<file path="config.mk">
export PLATFORM = sky130hd
export DESIGN_NAME = cp0_unit
export DESIGN_NICKNAME = d
export VERILOG_FILES = /design/src/rtl/cp0_pkg.sv /design/src/rtl/cp0_unit_sync2.sv /design/src/rtl/cp0_unit.sv
export SDC_FILE = /design/constraint.sdc
export NUM_CORES = 1
export LEC_CHECK = 0
export BUFFER_PORTS_ARGS = -buffer_cell sky130_fd_sc_hd__buf_2
export CORE_MARGIN = 1
export CORE_UTILIZATION = 45
export CTS_CLUSTER_DIAMETER = 120
export CTS_CLUSTER_SIZE = 25
export DETAILED_ROUTE_END_ITERATION = 10
export PLACE_DENSITY = 0.72
export SYNTH_ARGS = -nofsm -noshare
export SYNTH_HDL_FRONTEND = slang
export SYNTH_SLANG_ARGS = --single-unit
</file>
<file path="constraint.sdc">
create_clock -name clk -period 4.85 [get_ports clk]
set_clock_uncertainty 0.2 [all_clocks]
set_input_delay 0.97 -clock clk [delete_from_list [all_inputs] [get_ports clk]]
set_output_delay 0.97 -clock clk [all_outputs]
set_load 0.02 [all_outputs]
</file>
<file path="src/rtl/cp0_pkg.sv">
// Shared CP0 definitions: command encodings, register indices, bit positions, FSM states.
package cp0_pkg;

    localparam int unsigned XLEN = 32;

    // Command issued by the controller from the EXE stage
    typedef enum logic [1:0] {
        CP_NONE  = 2'd0,
        CP_STORE = 2'd1,
        CP_ERET  = 2'd2
    } cp_oper_e;

    // CP0 register indices (rd field)
    localparam logic [4:0] REG_COUNT   = 5'd9;
    localparam logic [4:0] REG_COMPARE = 5'd11;
    localparam logic [4:0] REG_STATUS  = 5'd12;
    localparam logic [4:0] REG_CAUSE   = 5'd13;
    localparam logic [4:0] REG_EPC     = 5'd14;
    localparam logic [4:0] REG_BASE    = 5'd15;

    // Status / Cause bit positions
    localparam int unsigned STATUS_IE  = 0;
    localparam int unsigned STATUS_EXL = 1;
    localparam int unsigned CAUSE_IP2  = 10;
    localparam int unsigned CAUSE_IP7  = 15;

    typedef enum logic {
        ST_IDLE     = 1'b0,
        ST_REDIRECT = 1'b1
    } cp0_state_e;

endpackage

</file>
<file path="src/rtl/cp0_unit_sync2.sv">
// Two-flop synchronizer for an asynchronous level input.
module sync2 (
    input  logic clk,
    input  logic rst,
    input  logic d_i,
    output logic q_o
);

    logic meta_q;
    logic sync_q;

    // Shift the input through two flops to settle metastability
    always_ff @(posedge clk or negedge rst) begin
        if (!rst) begin
            meta_q <= 1'b0;
            sync_q <= 1'b0;
        end else begin
            meta_q <= d_i;
            sync_q <= meta_q;
        end
    end

    assign q_o = sync_q;

endmodule

</file>
<file path="src/rtl/cp0_unit.sv">
// Coprocessor-0 responder: Status/Cause/EPC/Base, external interrupt, ERET/interrupt redirect.
// Optional Count/Compare timer (IP7) is built when CP0_TIMER_EN is defined.
module cp0_unit
    import cp0_pkg::*;
#(
    parameter logic [31:0] HANDLER_RST = 32'h0000_0008
) (
    input  logic            clk,
    input  logic            rst,
    input  logic [1:0]      cp_oper,
    input  logic            cp_en,
    input  logic            valid_exe,
    input  logic [XLEN-1:0] pc_exe,
    input  logic [4:0]      addr_r,
    output logic [XLEN-1:0] data_r,
    input  logic [4:0]      addr_w,
    input  logic [XLEN-1:0] data_w,
    input  logic            ext_int,
    output logic            jump_en,
    output logic [XLEN-1:0] jump_addr,
    output logic            flush,
    output logic            int_pending
);

    cp0_state_e      state_q, state_d;
    logic            ie_q, ie_d;
    logic            exl_q, exl_d;
    logic            ip2_q, ip2_d;
    logic [XLEN-1:0] epc_q, epc_d;
    logic [XLEN-1:0] base_q, base_d;
    logic [XLEN-1:0] target_q, target_d;
    logic            jump_en_q, jump_en_d;
    logic            flush_q, flush_d;
    logic            int_prev_q;
    logic            int_sync;
    logic            int_rise;
    logic            ip7;
    logic            commit;
    logic            int_req;
    logic [XLEN-1:0] cause_rd;
    cp_oper_e        oper;

`ifdef CP0_TIMER_EN
    logic [XLEN-1:0] count_q, count_d;
    logic [XLEN-1:0] compare_q, compare_d;
    logic            ip7_q, ip7_d;
    assign ip7 = ip7_q;
`else
    assign ip7 = 1'b0;
`endif

    sync2 u_sync2 (
        .clk (clk),
        .rst (rst),
        .d_i (ext_int),
        .q_o (int_sync)
    );

    assign oper     = cp_oper_e'(cp_oper);
    assign int_rise = int_sync & ~int_prev_q;
    assign commit   = cp_en & valid_exe & (state_q == ST_IDLE);
    assign int_req  = ie_q & ~exl_q & (ip2_q | ip7);

    // Next-state: interrupt accept beats ERET/STORE; REDIRECT lasts one cycle
    always_comb begin
        state_d   = state_q;
        ie_d      = ie_q;
        exl_d     = exl_q;
        ip2_d     = ip2_q;
        epc_d     = epc_q;
        base_d    = base_q;
        target_d  = target_q;
        jump_en_d = 1'b0;
        flush_d   = 1'b0;
`ifdef CP0_TIMER_EN
        count_d   = count_q + 32'd1;
        compare_d = compare_q;
        ip7_d     = ip7_q | (count_q == compare_q);
`endif
        case (state_q)
            ST_IDLE: begin
                if (commit) begin
                    if (int_req) begin
                        epc_d     = pc_exe;
                        exl_d     = 1'b1;
                        ip2_d     = 1'b0;
`ifdef CP0_TIMER_EN
                        ip7_d     = 1'b0;
`endif
                        target_d  = base_q;
                        state_d   = ST_REDIRECT;
                        jump_en_d = 1'b1;
                        flush_d   = 1'b1;
                    end else if (oper == CP_ERET) begin
                        exl_d     = 1'b0;
                        target_d  = epc_q;
                        state_d   = ST_REDIRECT;
                        jump_en_d = 1'b1;
                        flush_d   = 1'b1;
                    end else if (oper == CP_STORE) begin
                        case (addr_w)
                            REG_STATUS: begin
                                ie_d  = data_w[STATUS_IE];
                                exl_d = data_w[STATUS_EXL];
                            end
                            REG_CAUSE: ip2_d  = data_w[CAUSE_IP2];
                            REG_EPC:   epc_d  = data_w;
                            REG_BASE:  base_d = data_w;
`ifdef CP0_TIMER_EN
                            REG_COMPARE: begin
                                compare_d = data_w;
                                ip7_d     = 1'b0;
                            end
`endif
                            default: ;
                        endcase
                    end
                end
            end
            ST_REDIRECT: state_d = ST_IDLE;
            default:     state_d = ST_IDLE;
        endcase
        // A fresh interrupt edge is never lost, even in the cycle IP2 is cleared
        if (int_rise) begin
            ip2_d = 1'b1;
        end
    end

    // State and register update
    always_ff @(posedge clk or negedge rst) begin
        if (!rst) begin
            state_q    <= ST_IDLE;
            ie_q       <= 1'b0;
            exl_q      <= 1'b0;
            ip2_q      <= 1'b0;
            epc_q      <= '0;
            base_q     <= HANDLER_RST;
            target_q   <= '0;
            jump_en_q  <= 1'b0;
            flush_q    <= 1'b0;
            int_prev_q <= 1'b0;
        end else begin
            state_q    <= state_d;
            ie_q       <= ie_d;
            exl_q      <= exl_d;
            ip2_q      <= ip2_d;
            epc_q      <= epc_d;
            base_q     <= base_d;
            target_q   <= target_d;
            jump_en_q  <= jump_en_d;
            flush_q    <= flush_d;
            int_prev_q <= int_sync;
        end
    end

`ifdef CP0_TIMER_EN
    // Timer registers; Compare resets to all-ones so IP7 stays clear out of reset
    always_ff @(posedge clk or negedge rst) begin
        if (!rst) begin
            count_q   <= '0;
            compare_q <= '1;
            ip7_q     <= 1'b0;
        end else begin
            count_q   <= count_d;
            compare_q <= compare_d;
            ip7_q     <= ip7_d;
        end
    end
`endif

    // Cause read view
    always_comb begin
        cause_rd            = '0;
        cause_rd[CAUSE_IP2] = ip2_q;
        cause_rd[CAUSE_IP7] = ip7;
    end

    // MFC0 read mux, no bypass of a same-cycle store
    always_comb begin
        data_r = '0;
        case (addr_r)
            REG_STATUS: data_r = {30'd0, exl_q, ie_q};
            REG_CAUSE:  data_r = cause_rd;
            REG_EPC:    data_r = epc_q;
            REG_BASE:   data_r = base_q;
`ifdef CP0_TIMER_EN
            REG_COUNT:   data_r = count_q;
            REG_COMPARE: data_r = compare_q;
`endif
            default: data_r = '0;
        endcase
    end

    assign jump_en     = jump_en_q;
    assign flush       = flush_q;
    assign jump_addr   = target_q;
    assign int_pending = ip2_q;

endmodule

</file>
Yosys cells after proc, flatten, opt, wreduce, memory -nomap -nowiden --
Cells that the tools add are included.
Word-level totals: register bits after elaboration 104
Cells by class: eq/ne operators 13, multiplexer cells 23, bitwise logic cells 10, reductions and logical operators 14
Operators by type and width (count):
- 32-bit 2-to-1 mux | 6
- 32-bit one-hot mux with 4 select lines | 1
- 5-bit by 4-bit equality test with 1-bit output, second input constant | 8
- 1-bit 2-to-1 mux | 15
- 6-bit AND reduction | 2
- 3-bit nonzero test | 4
- 5-bit AND reduction | 2
- 2-bit nonzero test | 4
- 1-bit bitwise AND | 5
- 1-bit inverter | 5
- 4-bit AND reduction | 1
- 3-bit != test, second input constant | 1
- 3-bit AND reduction | 1
- 2-bit by 1-bit equality test with 1-bit output, second input constant | 1
- 2-bit equality test, second input constant | 1
- 2-bit by 1-bit != test with 1-bit output, second input constant | 1
- 2-bit != test, second input constant | 1
- 1-bit one-hot mux with 2 select lines | 1

Longest topological paths before layout --
word-level depth 8, mapped depth 6, mapped depth without buffers 4

By module --
A second synthesis with hierarchy kept.
Unflattened totals: cell total of the unflattened synthesis 439, area, all modules 4956.0 µm²
Modules (own cells, without submodules):
- cp0_unit | times used 1, cells an instance 437, area each 4906.0 µm², sequential area each 2528.7 µm²
- sync2 | times used 1, cells an instance 2, area each 50.0 µm², sequential area each 50.0 µm²

Worst setup path before layout --
No wires, ideal clock.
kind input port to output port, start point input addr_r[1], end point output data_r[14], data arrival time 2.278 ns, data required time 3.680 ns, path slack 1.402 ns, stages 6, buffers on the path 3, path through buf_2 nand3_1 nor3_1 clkbuf_1 clkbuf_1 a22o_1
On the way: longest elaborated chain between the ends 2, elaborated cells on any way between the ends 5, those cells by class eq/ne (4); mux (1)
Ends and longest elaborated chain:
- from (decl) | RTL line cp0_unit.sv:14 | input logic [4:0] addr_r,
- 5-bit by 4-bit equality test with 1-bit output | RTL line cp0_unit.sv:181 | case (addr_r)
- 32-bit one-hot mux with 4 select lines * | RTL line cp0_unit.sv:181
- to (decl) | RTL line cp0_unit.sv:15 | output logic [XLEN-1:0] data_r,
Every way passes the cells marked *; elsewhere a longest branch is shown, timed or not.

Worst setup path in the final report --
start point input addr_r[1], end point output data_r[11]
The elaborated chain is that of the path after synthesis.

==> qor.csv <==
metric;value;unit
status;completed;
path_class;in2out;
antenna_found_initial;0;
startpoint_type;input pin;
final_cell_mix;146 x buf_2, 102 x dfrtp_1, 72 x nand2_1, 65 x a21oi_1, 38 x nor2_1;
r2r_end;base_q[16];
syn-num-nets;562;
slowest_delay;370;ps
hold_class;reg2reg;
nFillCells;933;
htree_levels;3;
synth.distinct_cells;30;
total_power;0.00207;W
grt_pass1_vias;4076;
end_kind;primary output;
pre_cts_slack;1480;ps
final-hold-violation-count;0;
setup_viol;0;
power_density;355;mW/mm^2
synth_top_area_share;53.3;%
grt_max_degree;72;
worst_ep_required_time;3680;ps
yosysWarnings;0;
gp_congestion;0.835;
dieArea;0.0111;sq mm
wirelength;13.3;mm
peakVddDrop;197;uV
synth_area;0.00479;sq mm
area_growth;21.7;%
critPathMaxFanout;29;
fin_nets;687;
num_rows;37;
cts_tree;done;
diodes;0;
vias;4289;
via_per_inst;5.74;
path_buf_inv;3;
first_pass_iters;4;
ys_top_cells_by_area;dfrtp_1 53%, mux2_2 7.3%, a21oi_1 6.9%;
wl_per_cell;17.9;um
final_common_cell;buf_2;
maxSlewViolCount;0;
slew-limit-headroom;31.7;%
cpMaxStageDelayCell;buf_4;
core;0.0103;sq mm
cts.clk_slew.worst_paths;100;ps
ys.flop_type;dfrtp_1;
dp_hpwl;8.42;mm
yosysTopAreaCell;dfrtp_1;
die_h;105;um
fin_crit;3400;ps
die-width;105;um
fin_setup_tns;0;ps
synth_edf_count;0;
avgSynthCellArea;9.96;sq um
p_leak;2.87;nW
numCtsBuffers;9;
cts_sinks;103;
syn_inst;481;
grt_pass1_wl;21.3;mm
fin_crit_sh;70.1;%
fmax;0.294;GHz
min_path_cells;0;
cp_num_cells;6;
arrival;2230;ps
cap_violations;0;
grt_overflow;0;
drcViolationCount;0;
post_cts_buffers;0;
hold_start;u_sync2.meta_q;
rsz0062_at_grt;false;
start_util;46.4;%
io_buffers;147;
first_iter_violations;360;
ys_seq_area_share;53.8;%
ioPinCount;148;
r2r_slack;2340;ps
ctsResizeCount;0;
layout-drive-gt1-share;34.9;%
crit_path_frequent_cell;buf_2;
root_buffer;clkbuf_8;
clock_latency;370;ps
holdPathEnd;u_sync2.q_o;
synthArstFlopShare;100;%
grtUsageTotal;24.8;%
tightest_slew;1020;ps
clock_path_buffers;2;
drtAntennaViolNets;0;
r2r_cells;5;
final.setup.worst_slack;1450;ps
path_cells;buf_2, nand3_1, nor3b_2, buf_4, a22o_1, buf_2;
reg2reg_from;exl_q;
ys_ff_latch;103;
cts_hold_buf;0;
crit_family;buffers and inverters;
-- sequential cells by signal, summed over array words and instances (netlist names) --
signal / flops
base_q: 32
epc_q: 32
jump_addr: 32
exl_q: 1
flush: 1
ie_q: 1
int_pending: 1
int_prev_q: 1
u_sync2.meta_q: 1
u_sync2.q_o: 1
-- where the power goes --
group          switching [W]  total (W)  internal, W
clock               0.000307   0.000579     0.000272
combinational       0.000252   0.000414     0.000162
sequential         0.0000897    0.00107     0.000985
total               0.000649    0.00207      0.00142
-- worst register-to-register path: stages (launching register included) --
cell and delay [ps]:
dfrtp_1 430, nand2b_1 210, nor2_4 750, nor4_4 90
buf_4 330, mux2_1 390
-- routing by layer --
metal,GRT usage (%),vias to the layer above,wire [um]
met2,38.0,193,6200
met5,0,-,0
met4,9.46,0,211
met1,35.5,2084,5980
met3,3.74,17,933
li1,-,1995,-
-- worst max path at each step --
| stage | startpoint | endpoint | slack, ps |
|---|---|---|---|
| floorplan | addr_r[1] | data_r[14] | 1400 |
| detailed placement | addr_r[1] | data_r[31] | 1480 |
| global placement | addr_r[1] | data_r[13] | 1550 |
| finish | addr_r[1] | data_r[11] | 1450 |
| CTS | addr_r[1] | data_r[31] | 1470 |
| global route | addr_r[1] | data_r[3] | 1370 |
-- layout make-up --
type / instances / area [sq um] / area share [%]
Inverter: 3 / 11.3 / 0.193
Multi-Input combinational cell: 333 / 2050 / 35.2
Sequential cell: 103 / 2580 / 44.2
Clock inverter: 5 / 63.8 / 1.09
Tap cell: 136 / 170 / 2.92
Clock buffer: 11 / 151 / 2.60
Timing Repair Buffer: 156 / 806 / 13.8
-- cell usage after synthesis, types with 3 or more instances --
cell type	number
buf_4	7
buf_2	6
dfrtp_1	102
nand3b_1	3
a21oi_1	66
mux2_2	31
inv_1	3
nand2_1	72
a31oi_1	35
o22ai_1	32
a22o_1	29
nand2b_1	4
clkbuf_1	27
nor2_1	40
-- logic make-up after synthesis --
kind of cell,after synthesis,share of synthesized area (%)
AO/OA/AOI/OAI,167,22.1
AND/OR/NAND/NOR,131,11.7
flip-flops,103,53.8
buffers and inverters,45,4.23
multiplexers,35,8.17
-- per-stage QoR --
step	area [sq um]	utilization, %	cells	hold slack, ps
after floorplan	4790	-	481	131
after global placement	5620	54.4	731	135
after detailed placement	5620	54.4	731	140
after CTS	5830	56.5	747	164
after global routing	5830	56.5	747	190
final	5830	56.5	747	163
(Power assumes the default switching activity.)
